===== config.mk =====
export PLATFORM = sky130hd
export DESIGN_NAME = aximm_over_stream_client
export DESIGN_NICKNAME = d
export VERILOG_FILES = /design/src/rtl/aximm_stream_pkg.sv /design/src/rtl/aximm_over_stream_client.sv
export SDC_FILE = /design/constraint.sdc
export NUM_CORES = 1
export LEC_CHECK = 0
export ABC_AREA = 0
export BUFFER_PORTS_ARGS = -buffer_cell sky130_fd_sc_hd__buf_2
export CAP_MARGIN = 20
export CORE_AREA = 3 3 284 286
export CTS_BUF_LIST = sky130_fd_sc_hd__clkbuf_4 sky130_fd_sc_hd__clkbuf_8 sky130_fd_sc_hd__clkbuf_16
export CTS_CLUSTER_DIAMETER = 50
export CTS_CLUSTER_SIZE = 8
export DETAILED_ROUTE_END_ITERATION = 8
export DIE_AREA = 0 0 287 289
export HOLD_SLACK_MARGIN = 0.08
export MAX_ROUTING_LAYER = met4
export PLACE_DENSITY = 0.3
export SYNTH_ARGS = -nofsm -noshare
export SYNTH_HDL_FRONTEND = slang
export SYNTH_SLANG_ARGS = --single-unit
export TNS_END_PERCENT = 1

===== constraint.sdc =====
create_clock -name clk -period 2.6 [get_ports clk]
set_input_delay 0.26 -clock clk [delete_from_list [all_inputs] [get_ports clk]]
set_output_delay 0.26 -clock clk [all_outputs]
set_load 0.005 [all_outputs]

===== src/rtl/aximm_stream_pkg.sv =====
`default_nettype none
//------------------------------------------------------------------------------
// Module   : aximm_stream_pkg
// Purpose  : Packet layout shared by aximm_over_stream_client and
//            aximm_over_stream_server. One packet is one 256-bit AXIS beat
//            made of 32-bit fields: TYPE, ADRL, ADRH, DATA, RESP.
// Contents : packet type codes, field LSB indices, stream width, pack_pkt().
// Revision : 1.0 - initial release
//------------------------------------------------------------------------------
package aximm_stream_pkg;

   localparam int AXIS_W = 256;

   localparam logic [31:0] PKT_TYPE_READ  = 32'd1;
   localparam logic [31:0] PKT_TYPE_WRITE = 32'd2;

   // LSB of each 32-bit field inside the beat
   localparam int PF_TYPE = 0;
   localparam int PF_ADRL = 32;
   localparam int PF_ADRH = 64;
   localparam int PF_DATA = 96;
   localparam int PF_RESP = 128;

   // Build a beat; every bit outside the five fields is zero.
   function automatic logic [AXIS_W-1:0] pack_pkt(
      input logic [31:0] ptype,
      input logic [63:0] addr,
      input logic [31:0] data,
      input logic [31:0] resp
   );
      logic [AXIS_W-1:0] pkt;
      pkt                 = '0;
      pkt[PF_TYPE +: 32]  = ptype;
      pkt[PF_ADRL +: 32]  = addr[31:0];
      pkt[PF_ADRH +: 32]  = addr[63:32];
      pkt[PF_DATA +: 32]  = data;
      pkt[PF_RESP +: 32]  = resp;
      return pkt;
   endfunction

endpackage
`default_nettype wire


===== src/rtl/aximm_over_stream_client.sv =====
`default_nettype none
//------------------------------------------------------------------------------
// Module   : aximm_over_stream_client
// Purpose  : AXI4-Lite slave that tunnels each accepted read/write as one
//            request beat on AXIS_TX and completes it from the matching
//            response beat on AXIS_RX. One transaction outstanding at a time.
// Ports    : clk, resetn (synchronous, active-low)
//            S_AXI_*    AXI4-Lite slave (AW/W/B/AR/R); PROT and WSTRB ignored
//            AXIS_TX_*  request stream (one beat per transaction, TLAST=1)
//            AXIS_RX_*  response stream (TLAST ignored)
// Config   : AOS_CLIENT_TIMEOUT_EN - when defined, a response not seen within
//            TIMEOUT_CYCLES completes the transaction with SLVERR and
//            RDATA=32'hDEAD_DEAD. When undefined the client waits forever.
// Revision : 1.0 - initial release
//------------------------------------------------------------------------------
module aximm_over_stream_client
   import aximm_stream_pkg::*;
#(
   parameter int ADDR_WIDTH      = 64,
   parameter int DATA_WIDTH      = 32,
   parameter int AXIS_DATA_WIDTH = 256,
   parameter int TIMEOUT_CYCLES  = 4096
) (
   input  logic                       clk,
   input  logic                       resetn,
   input  logic [ADDR_WIDTH-1:0]      S_AXI_AWADDR,
   input  logic                       S_AXI_AWVALID,
   input  logic [2:0]                 S_AXI_AWPROT,
   output logic                       S_AXI_AWREADY,
   input  logic [DATA_WIDTH-1:0]      S_AXI_WDATA,
   input  logic [DATA_WIDTH/8-1:0]    S_AXI_WSTRB,
   input  logic                       S_AXI_WVALID,
   output logic                       S_AXI_WREADY,
   output logic [1:0]                 S_AXI_BRESP,
   output logic                       S_AXI_BVALID,
   input  logic                       S_AXI_BREADY,
   input  logic [ADDR_WIDTH-1:0]      S_AXI_ARADDR,
   input  logic                       S_AXI_ARVALID,
   input  logic [2:0]                 S_AXI_ARPROT,
   output logic                       S_AXI_ARREADY,
   output logic [DATA_WIDTH-1:0]      S_AXI_RDATA,
   output logic [1:0]                 S_AXI_RRESP,
   output logic                       S_AXI_RVALID,
   input  logic                       S_AXI_RREADY,
   output logic [AXIS_DATA_WIDTH-1:0] AXIS_TX_TDATA,
   output logic                       AXIS_TX_TVALID,
   output logic                       AXIS_TX_TLAST,
   input  logic                       AXIS_TX_TREADY,
   input  logic [AXIS_DATA_WIDTH-1:0] AXIS_RX_TDATA,
   input  logic                       AXIS_RX_TVALID,
   input  logic                       AXIS_RX_TLAST,
   output logic                       AXIS_RX_TREADY
);

   localparam logic [2:0] c_IDLE  = 3'd0;
   localparam logic [2:0] c_SEND  = 3'd1;
   localparam logic [2:0] c_WAIT  = 3'd2;
   localparam logic [2:0] c_BRESP = 3'd3;
   localparam logic [2:0] c_RRESP = 3'd4;

   localparam logic [31:0] c_TMO_RDATA = 32'hDEAD_DEAD;
   localparam logic [1:0]  c_SLVERR    = 2'b10;

   logic [2:0]            r_state;
   logic [2:0]            w_next_state;
   logic                  r_aw_held;
   logic                  r_w_held;
   logic                  r_prio_write;
   logic                  r_is_read;
   logic [ADDR_WIDTH-1:0] r_addr;
   logic [DATA_WIDTH-1:0] r_wdata;
   logic [DATA_WIDTH-1:0] r_rdata;
   logic [1:0]            r_resp;

   logic                  w_ar_ready;
   logic                  w_ar_fire;
   logic                  w_aw_fire;
   logic                  w_w_fire;
   logic                  w_rx_match;
   logic                  w_timeout;
   logic                  w_done;
   logic [31:0]           w_exp_type;
   logic                  w_unused;

   // A pending write wins a same-cycle tie only while prio_write is set.
   assign w_ar_ready = !r_aw_held && !r_w_held &&
                       !(r_prio_write && (S_AXI_AWVALID || S_AXI_WVALID));

   assign w_aw_fire  = S_AXI_AWVALID && S_AXI_AWREADY;
   assign w_w_fire   = S_AXI_WVALID  && S_AXI_WREADY;
   assign w_ar_fire  = S_AXI_ARVALID && S_AXI_ARREADY;

   assign w_exp_type = r_is_read ? PKT_TYPE_READ : PKT_TYPE_WRITE;
   assign w_rx_match = (r_state == c_WAIT) && AXIS_RX_TVALID &&
                       (AXIS_RX_TDATA[PF_TYPE +: 32] == w_exp_type);
   assign w_done     = ((r_state == c_BRESP) && S_AXI_BREADY) ||
                       ((r_state == c_RRESP) && S_AXI_RREADY);

`ifdef AOS_CLIENT_TIMEOUT_EN
   localparam int c_TMO_W = $clog2(TIMEOUT_CYCLES + 1);

   logic [c_TMO_W-1:0] r_timer;

   // Held at zero outside WAIT_RESP so every entry starts a fresh count.
   always_ff @(posedge clk) begin
      if (!resetn || (r_state != c_WAIT)) begin
         r_timer <= '0;
      end else if (!w_timeout) begin
         r_timer <= r_timer + c_TMO_W'(1);
      end
   end

   assign w_timeout = (r_state == c_WAIT) && !w_rx_match &&
                      (r_timer == c_TMO_W'(TIMEOUT_CYCLES - 1));
`else
   localparam int c_unused_timeout = TIMEOUT_CYCLES;

   assign w_timeout = 1'b0;
`endif

   // State register
   always_ff @(posedge clk) begin
      if (!resetn) begin
         r_state <= c_IDLE;
      end else begin
         r_state <= w_next_state;
      end
   end

   // Next-state logic
   always_comb begin
      w_next_state = r_state;
      case (r_state)
         c_IDLE: begin
            if (w_ar_fire || ((r_aw_held || w_aw_fire) && (r_w_held || w_w_fire))) begin
               w_next_state = c_SEND;
            end
         end
         c_SEND: begin
            if (AXIS_TX_TREADY) begin
               w_next_state = c_WAIT;
            end
         end
         c_WAIT: begin
            if (w_rx_match || w_timeout) begin
               w_next_state = r_is_read ? c_RRESP : c_BRESP;
            end
         end
         c_BRESP: begin
            if (S_AXI_BREADY) begin
               w_next_state = c_IDLE;
            end
         end
         c_RRESP: begin
            if (S_AXI_RREADY) begin
               w_next_state = c_IDLE;
            end
         end
         default: w_next_state = c_IDLE;
      endcase
   end

   // Output logic; everything handshake-related is forced low during reset.
   always_comb begin
      S_AXI_AWREADY  = 1'b0;
      S_AXI_WREADY   = 1'b0;
      S_AXI_ARREADY  = 1'b0;
      S_AXI_BVALID   = 1'b0;
      S_AXI_RVALID   = 1'b0;
      AXIS_TX_TVALID = 1'b0;
      AXIS_RX_TREADY = 1'b0;
      if (resetn) begin
         case (r_state)
            c_IDLE: begin
               // Stale responses arriving here are drained and dropped.
               AXIS_RX_TREADY = 1'b1;
               S_AXI_ARREADY  = w_ar_ready;
               S_AXI_AWREADY  = !r_aw_held && !(w_ar_ready && S_AXI_ARVALID);
               S_AXI_WREADY   = !r_w_held  && !(w_ar_ready && S_AXI_ARVALID);
            end
            c_SEND:  AXIS_TX_TVALID = 1'b1;
            c_WAIT:  AXIS_RX_TREADY = 1'b1;
            c_BRESP: S_AXI_BVALID   = 1'b1;
            c_RRESP: S_AXI_RVALID   = 1'b1;
            default: ;
         endcase
      end
   end

   // Request capture, arbitration priority and response capture
   always_ff @(posedge clk) begin
      if (!resetn) begin
         r_aw_held    <= 1'b0;
         r_w_held     <= 1'b0;
         r_prio_write <= 1'b1;
         r_is_read    <= 1'b0;
         r_addr       <= '0;
         r_wdata      <= '0;
         r_rdata      <= '0;
         r_resp       <= 2'b00;
      end else begin
         if (w_aw_fire) begin
            r_aw_held <= 1'b1;
            r_addr    <= S_AXI_AWADDR;
         end
         if (w_w_fire) begin
            r_w_held <= 1'b1;
            r_wdata  <= S_AXI_WDATA;
         end
         if (w_ar_fire) begin
            r_addr <= S_AXI_ARADDR;
         end
         if ((r_state == c_IDLE) && (w_next_state == c_SEND)) begin
            r_prio_write <= !r_prio_write;
            r_is_read    <= w_ar_fire;
         end
         if (w_rx_match) begin
            r_resp <= AXIS_RX_TDATA[PF_RESP +: 2];
            if (r_is_read) begin
               r_rdata <= AXIS_RX_TDATA[PF_DATA +: DATA_WIDTH];
            end
         end else if (w_timeout) begin
            r_resp <= c_SLVERR;
            if (r_is_read) begin
               r_rdata <= DATA_WIDTH'(c_TMO_RDATA);
            end
         end
         if (w_done) begin
            r_aw_held <= 1'b0;
            r_w_held  <= 1'b0;
         end
      end
   end

   assign S_AXI_BRESP   = r_resp;
   assign S_AXI_RRESP   = r_resp;
   assign S_AXI_RDATA   = r_rdata;
   assign AXIS_TX_TLAST = AXIS_TX_TVALID;
   assign AXIS_TX_TDATA = AXIS_DATA_WIDTH'(pack_pkt(
                             r_is_read ? PKT_TYPE_READ : PKT_TYPE_WRITE,
                             64'(r_addr),
                             r_is_read ? 32'd0 : 32'(r_wdata),
                             32'd0));

   assign w_unused = ^{S_AXI_AWPROT, S_AXI_ARPROT, S_AXI_WSTRB, AXIS_RX_TLAST, AXIS_RX_TDATA};

endmodule
`default_nettype wire


Yosys cells after proc, flatten, opt, wreduce, memory -nomap -nowiden

Index checks and enable logic that the tools add are counted.

Reduce and logical (&&, ||, !) cells: 30
Multiplexer cells: 25
Equality and inequality tests: 6
Bitwise gates (word level): 1

Operators with widths:

| cell                 | number |
|---|---|
| $mux W64             | 2 |
| $eq A32 B32 Y1       | 1 |
| $mux W32             | 1 |
| $mux W3              | 6 |
| $logic_and A1 B1 Y1  | 15 |
| $pmux W3 S5          | 1 |
| $mux W1              | 14 |
| $eq A3 B1 Y1 const B | 2 |
| $eq A3 B2 Y1 const B | 2 |
| $logic_not A1 Y1     | 5 |
| $logic_or A1 B1 Y1   | 5 |
| $reduce_or A2 Y1     | 2 |
| $eq A3 B3 Y1 const B | 1 |
| $logic_not A3 Y1     | 1 |
| $mux W2              | 1 |
| $reduce_and A2 Y1    | 1 |
| $reduce_bool A2 Y1   | 1 |
| $not A1 Y1           | 1 |

Output and inout port bits: 300
Logic and storage cells: 71
Input bits: 436
Flip-flop bits (word level): 137

Longest topological paths before layout

Gate-level depths: netlist of the first run.

Depth in word-level cells: 17
Depth in mapped cells: 8
Gate-level depth less buffers: 4

Least setup slack after synthesis of the first run

No wires, ideal clock.

Path kind: reg-to-reg
From: register r_state[1]
To: register r_addr[13]
Path buffers: 3
Data required time: 2.527 ns
Clock period less this slack: 2.175 ns
Cell stages (with the launch flop): 8
Library setup time: 0.073 ns
Data arrival time: 2.102 ns
Setup slack: 0.425 ns
Cells stage by stage: dfxtp_1 -> buf_6 -> or4b_4 -> buf_6 -> a2111oi_4 -> buf_6 -> nor3_1 -> nor3_2

Longest elaborated chain between the ends: 5
Elaborated cells between the ends (all ways): 9
Classes of those cells: 5 x mux; 4 x reduce/logical

Ends and longest elaborated chain:

| what                                                  | line                                                           | RTL |
|---|---|---|
| start: declaration                                    | aximm_over_stream_client.sv:64                                 | `logic [2:0] r_state;` |
| start signal: assignment                              | aximm_over_stream_client.sv:124                                | `r_state <= c_IDLE;` |
| start signal: assignment                              | aximm_over_stream_client.sv:126                                | `r_state <= w_next_state;` |
| $logic_not A3 Y1 (*)                                  | aximm_over_stream_client.sv:173                                | `case (r_state)` |
| $mux W1                                               | aximm_over_stream_client.sv:173                                |  |
| $mux W1                                               | aximm_over_stream_client.sv:172                                | `if (resetn) begin` |
| $logic_and A1 B1 Y1 (on tied branches)                | aximm_over_stream_client.sv:91, aximm_over_stream_client.sv:89 |  |
| $mux W64 / $reduce_bool A2 Y1 (equally long branches) | n/a                                                            |  |
| end signal: assignment                                | aximm_over_stream_client.sv:197                                | `r_addr <= '0;` |
| end signal: assignment                                | aximm_over_stream_client.sv:204                                | `r_addr <= S_AXI_AWADDR;` |
| end signal: assignment                                | aximm_over_stream_client.sv:211                                | `r_addr <= S_AXI_ARADDR;` |
| end: declaration                                      | aximm_over_stream_client.sv:70                                 | `logic [ADDR_WIDTH-1:0] r_addr;` |

Every way passes the cells marked *; elsewhere a longest branch is shown, timed or not.
A chain may end at the register's enable or synchronous reset.

Worst setup path in the final report of the first run

From: register r_state[0]
To: output S_AXI_ARREADY

Longest elaborated chain between the ends: 3

Ends and longest elaborated chain:

| what             | line                            | RTL |
|---|---|---|
| $logic_not A3 Y1 | aximm_over_stream_client.sv:173 |  |
| $mux W1          | aximm_over_stream_client.sv:173 |  |
| $mux W1          | aximm_over_stream_client.sv:172 |  |
| end: declaration | aximm_over_stream_client.sv:40  | `output logic S_AXI_ARREADY,` |

No other way between the ends.

==> results_dict.tcl, run 1 <==
set metrics [dict create \
    crit_path_start_kind "register" \
    finClkSkew_ps 9.82 \
    power_uw 6700 \
    clk_pin_slew_ps 70 \
    ys_top_cells_by_area "dfxtp_1, buf_4, nor3_2" \
    overflow 0 \
    synth_cell_type_count 42 \
    cts_root_buffer "clkbuf_16" \
    grt_pass1_wl_mm 47.2 \
    synth_area_sq_um 7560 \
    grt_max_degree 65 \
    cp.required_ps 2340 \
    endpoint_kind "output pin" \
    hpwl_mm 24.3 \
    p_leak_uw 0.00558 \
    final_common_cell "buf_2" \
    slew_violations 0 \
    fin_ws_ps 398 \
    period_share_pct 84.7 \
    setup_viol 0 \
    rows 103 \
    routed_wl_mm 32.9 \
    wl_per_cell_microns 13.0 \
    dieHeight_microns 289 \
    internal_power_uw 4480 \
    cts-htree-levels 4 \
    area_growth_pct 67.0 \
    fill_cells 8982 \
    drt_iter0_drc 214 \
    grt_pass1_vias 7783 \
    start_util_pct 9.62 \
    path_max_fanout 12 \
    num_vias 7804 \
    async_reset_ff_share_pct 0 \
    fin_util_pct 16.1 \
    clockBufferDepth 2 \
    cts_resized 0 \
    ys_seq_elements 137 \
    nets 1906 \
    min_period_ps 2200 \
    num_io_pins 736 \
    p_clk_share_pct 37.3 \
    io_buffers 376 \
    netlist_instances 927 \
    antenna_found_initial 4 \
    multi_input_area_sq_um 3880 \
    ir_drop_mv 0.381 \
    place_congestion 0.727 \
    finalNonFillerCells 2536 \
    powerDensity_nw_per_um2 530 \
    die-area_sq_um 82900 \
    drc 0 \
    gr-usage-all-layers_pct 7.86 \
    power.switching_uw 2220 \
    fp.coreArea_sq_um 78600 \
    seq_area_sq_um 2740 \
    syn_area_per_cell_sq_um 8.16 \
    synth-edff-count 0 \
    netlist.area_leader.share_pct 36.3 \
    cts_made_buffers 17 \
    tightest_slew_ps 632 \
    fin_setup_tns_ps 0 \
    comb_power_share_pct 26.5 \
    ys_seq_area_share_pct 36.3 \
    yosysWarnings 0 \
    seqPwrFrac_pct 36.3 \
    worstPathArrival_ps 1940 \
    insertion_delay_ps 460 \
    drive_above_1_share_pct 34.7 \
    die_width_microns 287 \
    rsz0062_at_grt "false" \
    status "finished, final reports clean" \
    swShare_pct 33.1 \
    max_freq_mhz 454 \
    cts_tree "yes" \
    final_cell_mix "buf_2, dlygate4sd3_1, conb_1, nand2_1, dfxtp_1" \
    clock-sinks 137 \
    ant_nets 0 \
    synthFlopType "dfxtp_1" \
    post-place-cells 2321 \
    dp_slack_ps 125 \
    hold_viol_final 0 \
    cts_setup_buffers 0 \
    first_pass_iters 6 \
    maxCapViolations 0 \
    slew_headroom_pct 57.5 \
    criticalPathCategory "reg2out" \
    hold_buffers 180 \
    viasPerCell 3.08 \
    hp-class "in2reg" \
    yosysTopAreaCell "dfxtp_1" \
]
-- power by group through the flow --
stage	Combinational (uW)	Sequential [uW]	Clock, uW
2_1_floorplan	1000	2470	0
3_3_place_gp	1600	2470	0
3_5_place_dp	1590	2470	0
4_1_cts	1810	2430	2670
5_1_grt	1980	2460	2730
6_report	1770	2430	2500
-- critical path: stages (launching register included) --
cell	delay, ps
dfxtp_1	320
buf_4	200
nor4b_1	330
buf_4	230
nand2_1	70
nor3_1	150
buf_2	170
-- cells in the mapped netlist (4+ instances only) --
master / count
buf_4: 163
nand2_1: 140
dfxtp_1: 137
nor2_1: 76
nor3_1: 71
o21ai_0: 65
nor3_2: 61
clkbuf_1: 39
mux2i_1: 35
nor2b_1: 32
a21boi_1: 30
buf_2: 12
buf_6: 8
inv_1: 6
nor4_1: 6
nand3_1: 5
and3_1: 4
-- sequential cells by signal (all words and copies together), names as in the netlist --
name,cells
r_is_read,1
r_w_held,1
r_addr,64
S_AXI_BRESP,2
S_AXI_RDATA,32
r_state,3
r_aw_held,1
r_wdata,32
r_prio_write,1
-- path summary, 6_finish.rpt --
path / to / start / slack (ps) / cells after the start
worst min register to register: r_wdata[19] / r_wdata[19] / 450 / 2
worst min-delay path: r_addr[33] / S_AXI_ARADDR[33] / 140 / 3
worst max-delay path: S_AXI_ARREADY / r_state[0] / 400 / 6
worst max register to register: r_addr[56] / r_state[1] / 430 / 5
-- kinds of logic (layout without fill, tap and decap cells) --
kind of cell / after synthesis / in the layout / synth area share, %
buf+inv: 231 / 630 / 20.5
mux: 35 / 35 / 4.63
flops: 137 / 137 / 36.3
compound gates: 116 / 116 / 9.81
other cells: 1 / 161 / 0.0496
simple gates: 407 / 407 / 28.7
-- metal layers --
layer | wire [microns] | vias up | global-route usage (%) | part of all wire, %
li1 | - | 3860 | - | -
met1 | 14500 | 3541 | 9.29 | 44
met2 | 15000 | 378 | 12.3 | 46
met3 | 2780 | 25 | 2.76 | 8.4
met4 | 625 | 0 | 2.79 | 1.9
met5 | 0 | - | - | 0
-- stage by stage --
| step | hold slack (ps) | instance area (sq um) |
|---|---|---|
| 2_1_floorplan | 378 | 8150 |
| 3_3_place_gp | 437 | 10300 |
| 3_5_place_dp | 440 | 10300 |
| 4_1_cts | 89.8 | 12600 |
| 5_1_grt | 110 | 12600 |
| 6_report | 137 | 12600 |
-- final cells by class --
type / count / area share, %
repair buffers: 592 / 32.4
clock buffers: 17 / 3.37
clock inverters: 15 / 1.13
inverters: 6 / 0.178
well taps: 1050 / 10.4
flip-flops and latches: 137 / 21.7
diodes: 3 / 0.0594
multi-input cells: 716 / 30.8
Power figures use the tool's default switching activity.
==> inputs of run 2 (changes only) <==
- clock period: 2.6 -> 2.3 ns (I/O delays scaled with it)
==> results_dict.tcl, run 2 (synthesis gave the netlist of run 1 again) <==
set metrics [dict create \
    largest_reg_flops 64 \
    clockBufferDepth 2 \
    whs_ps 121 \
    rows 103 \
    hp-class "in2reg" \
    final_common_cell "buf_2" \
    tightest_slew_ps 905 \
    drc 0 \
    gr-usage-all-layers_pct 7.85 \
    crit_path_start_kind "register" \
    endpoint "r_wdata[4]" \
    overflow 0 \
    period_share_pct 93.0 \
    power_uw 7790 \
    place_congestion 0.740 \
    cts_made_buffers 17 \
    antenna_found_initial 2 \
    final_cell_mix "buf_2, dlygate4sd3_1, conb_1, nand2_1, dfxtp_1" \
    rsz0062_at_grt "false" \
    fp.coreArea_sq_um 78600 \
    drt_iter0_drc 200 \
    ir_drop_mv 0.414 \
    powerDensity_nw_per_um2 603 \
    num_io_pins 736 \
    hold_viol_final 0 \
    r2r_end "r_wdata[4]" \
    min_period_ps 2140 \
    maxCapViolations 0 \
    p_leak_uw 0.00572 \
    reg2reg_from "r_state[1]" \
    post-place-cells 2332 \
    hpwl_mm 24.5 \
    routed_wl_mm 33.2 \
    fill_cells 9001 \
    insertion_delay_ps 460 \
    setup_viol 0 \
    nets 1924 \
    cts-htree-levels 4 \
    grt_pass1_vias 7853 \
    finClkSkew_ps 18.3 \
    cts_root_buffer "clkbuf_16" \
    worstPathArrival_ps 2530 \
    start_util_pct 9.62 \
    path_max_fanout 32 \
    grt_pass1_wl_mm 47.2 \
    grt_max_degree 147 \
    cp.required_ps 2690 \
    cp-startpoint "r_state[1]" \
    area_growth_pct 70.6 \
    top_register "r_addr" \
    dieHeight_microns 289 \
    cts_tree "yes" \
    r2r_setup_slack_ps 160 \
    clock-sinks 137 \
    clk_pin_slew_ps 70 \
    status "finished, final reports clean" \
    num_vias 7833 \
    crit_slowest_cell "or4b_4" \
    reg2regPathDepth 6 \
    criticalPathCategory "reg2reg" \
    fin_util_pct 16.4 \
    finalNonFillerCells 2551 \
    max_freq_mhz 468 \
    wl_per_cell_microns 13.0 \
    drive_above_1_share_pct 35.3 \
    cpPeakStageDelay_ps 640 \
    first_pass_iters 7 \
    viasPerCell 3.07 \
    slew_violations 0 \
    ant_nets 0 \
    die_width_microns 287 \
    endpoint_kind "register" \
    die-area_sq_um 82900 \
    cp_cell_sequence "or4b_4 > buf_4 > a2111oi_4 > buf_12 > nand2_1 > a21boi_1" \
    slew_headroom_pct 39.1 \
    io_buffers 376 \
]
[run 2: routing by layer]
| layer | part of all wire, % | track usage, % | up-vias | wire, microns |
|---|---|---|---|---|
| li1 | - | - | 3903 | - |
| met1 | 44 | 9.26 | 3547 | 14700 |
| met2 | 47 | 12.8 | 362 | 15700 |
| met3 | 7.7 | 2.42 | 21 | 2560 |
| met4 | 0.86 | 2.41 | 0 | 286 |
| met5 | 0 | - | - | 0 |
[run 2: where the power goes]
group          total (uW)  internal (uW)  switching, uW
clock network        2950           1690           1250
logic                2090           1010           1080
registers            2750           2610            134
total                7790           5320           2470
[run 2: worst min path at each step]
stage,slack (ps),start,to,cells past startpoint
after floorplan,350,AXIS_TX_TREADY,r_state[1],2
after global placement,440,r_wdata[1],r_wdata[1],2
after detailed placement,440,r_wdata[18],r_wdata[18],2
after CTS,80,S_AXI_ARADDR[33],r_addr[33],3
after global routing,100,S_AXI_ARADDR[37],r_addr[37],3
final,120,S_AXI_ARADDR[33],r_addr[33],3
[run 2: worst max-delay path: cells and delay by family, from the launching register on]
kind            cells  cell delay (ps)
compound gates      2              530
flops               1              320
simple gates        2              770
buf+inv             2              440
[run 2: final cells by class]
class / instances / area [sq um] / area share, %
diodes: 1 / 2.50 / 0.0194
clock buffers: 21 / 474 / 3.68
inverters: 6 / 22.5 / 0.175
flip-flops and latches: 137 / 2740 / 21.3
clock inverters: 10 / 118 / 0.912
repair buffers: 610 / 4320 / 33.5
multi-input cells: 716 / 3910 / 30.3
well taps: 1050 / 1310 / 10.2
[run 2: stage by stage]
step,instance area [sq um],TNS (ps),setup WS (ps)
final,12900,0,161
after global routing,12900,0,14.2
after CTS,12800,0,29.1
after detailed placement,10400,-8880,-262
after global placement,10400,-8300,-184
after floorplan,8150,0,125
[run 2: what timing repair did]
action                                 in CTS  in global routing
resized for setup                           2                  5
buffers inserted                            0                  1
setup endpoints to repair                  63                  2
pin swaps                                   0                  1
cloned                                      0                  1
hold buffers                              185                  0
endpoints found under the hold margin     131                  0
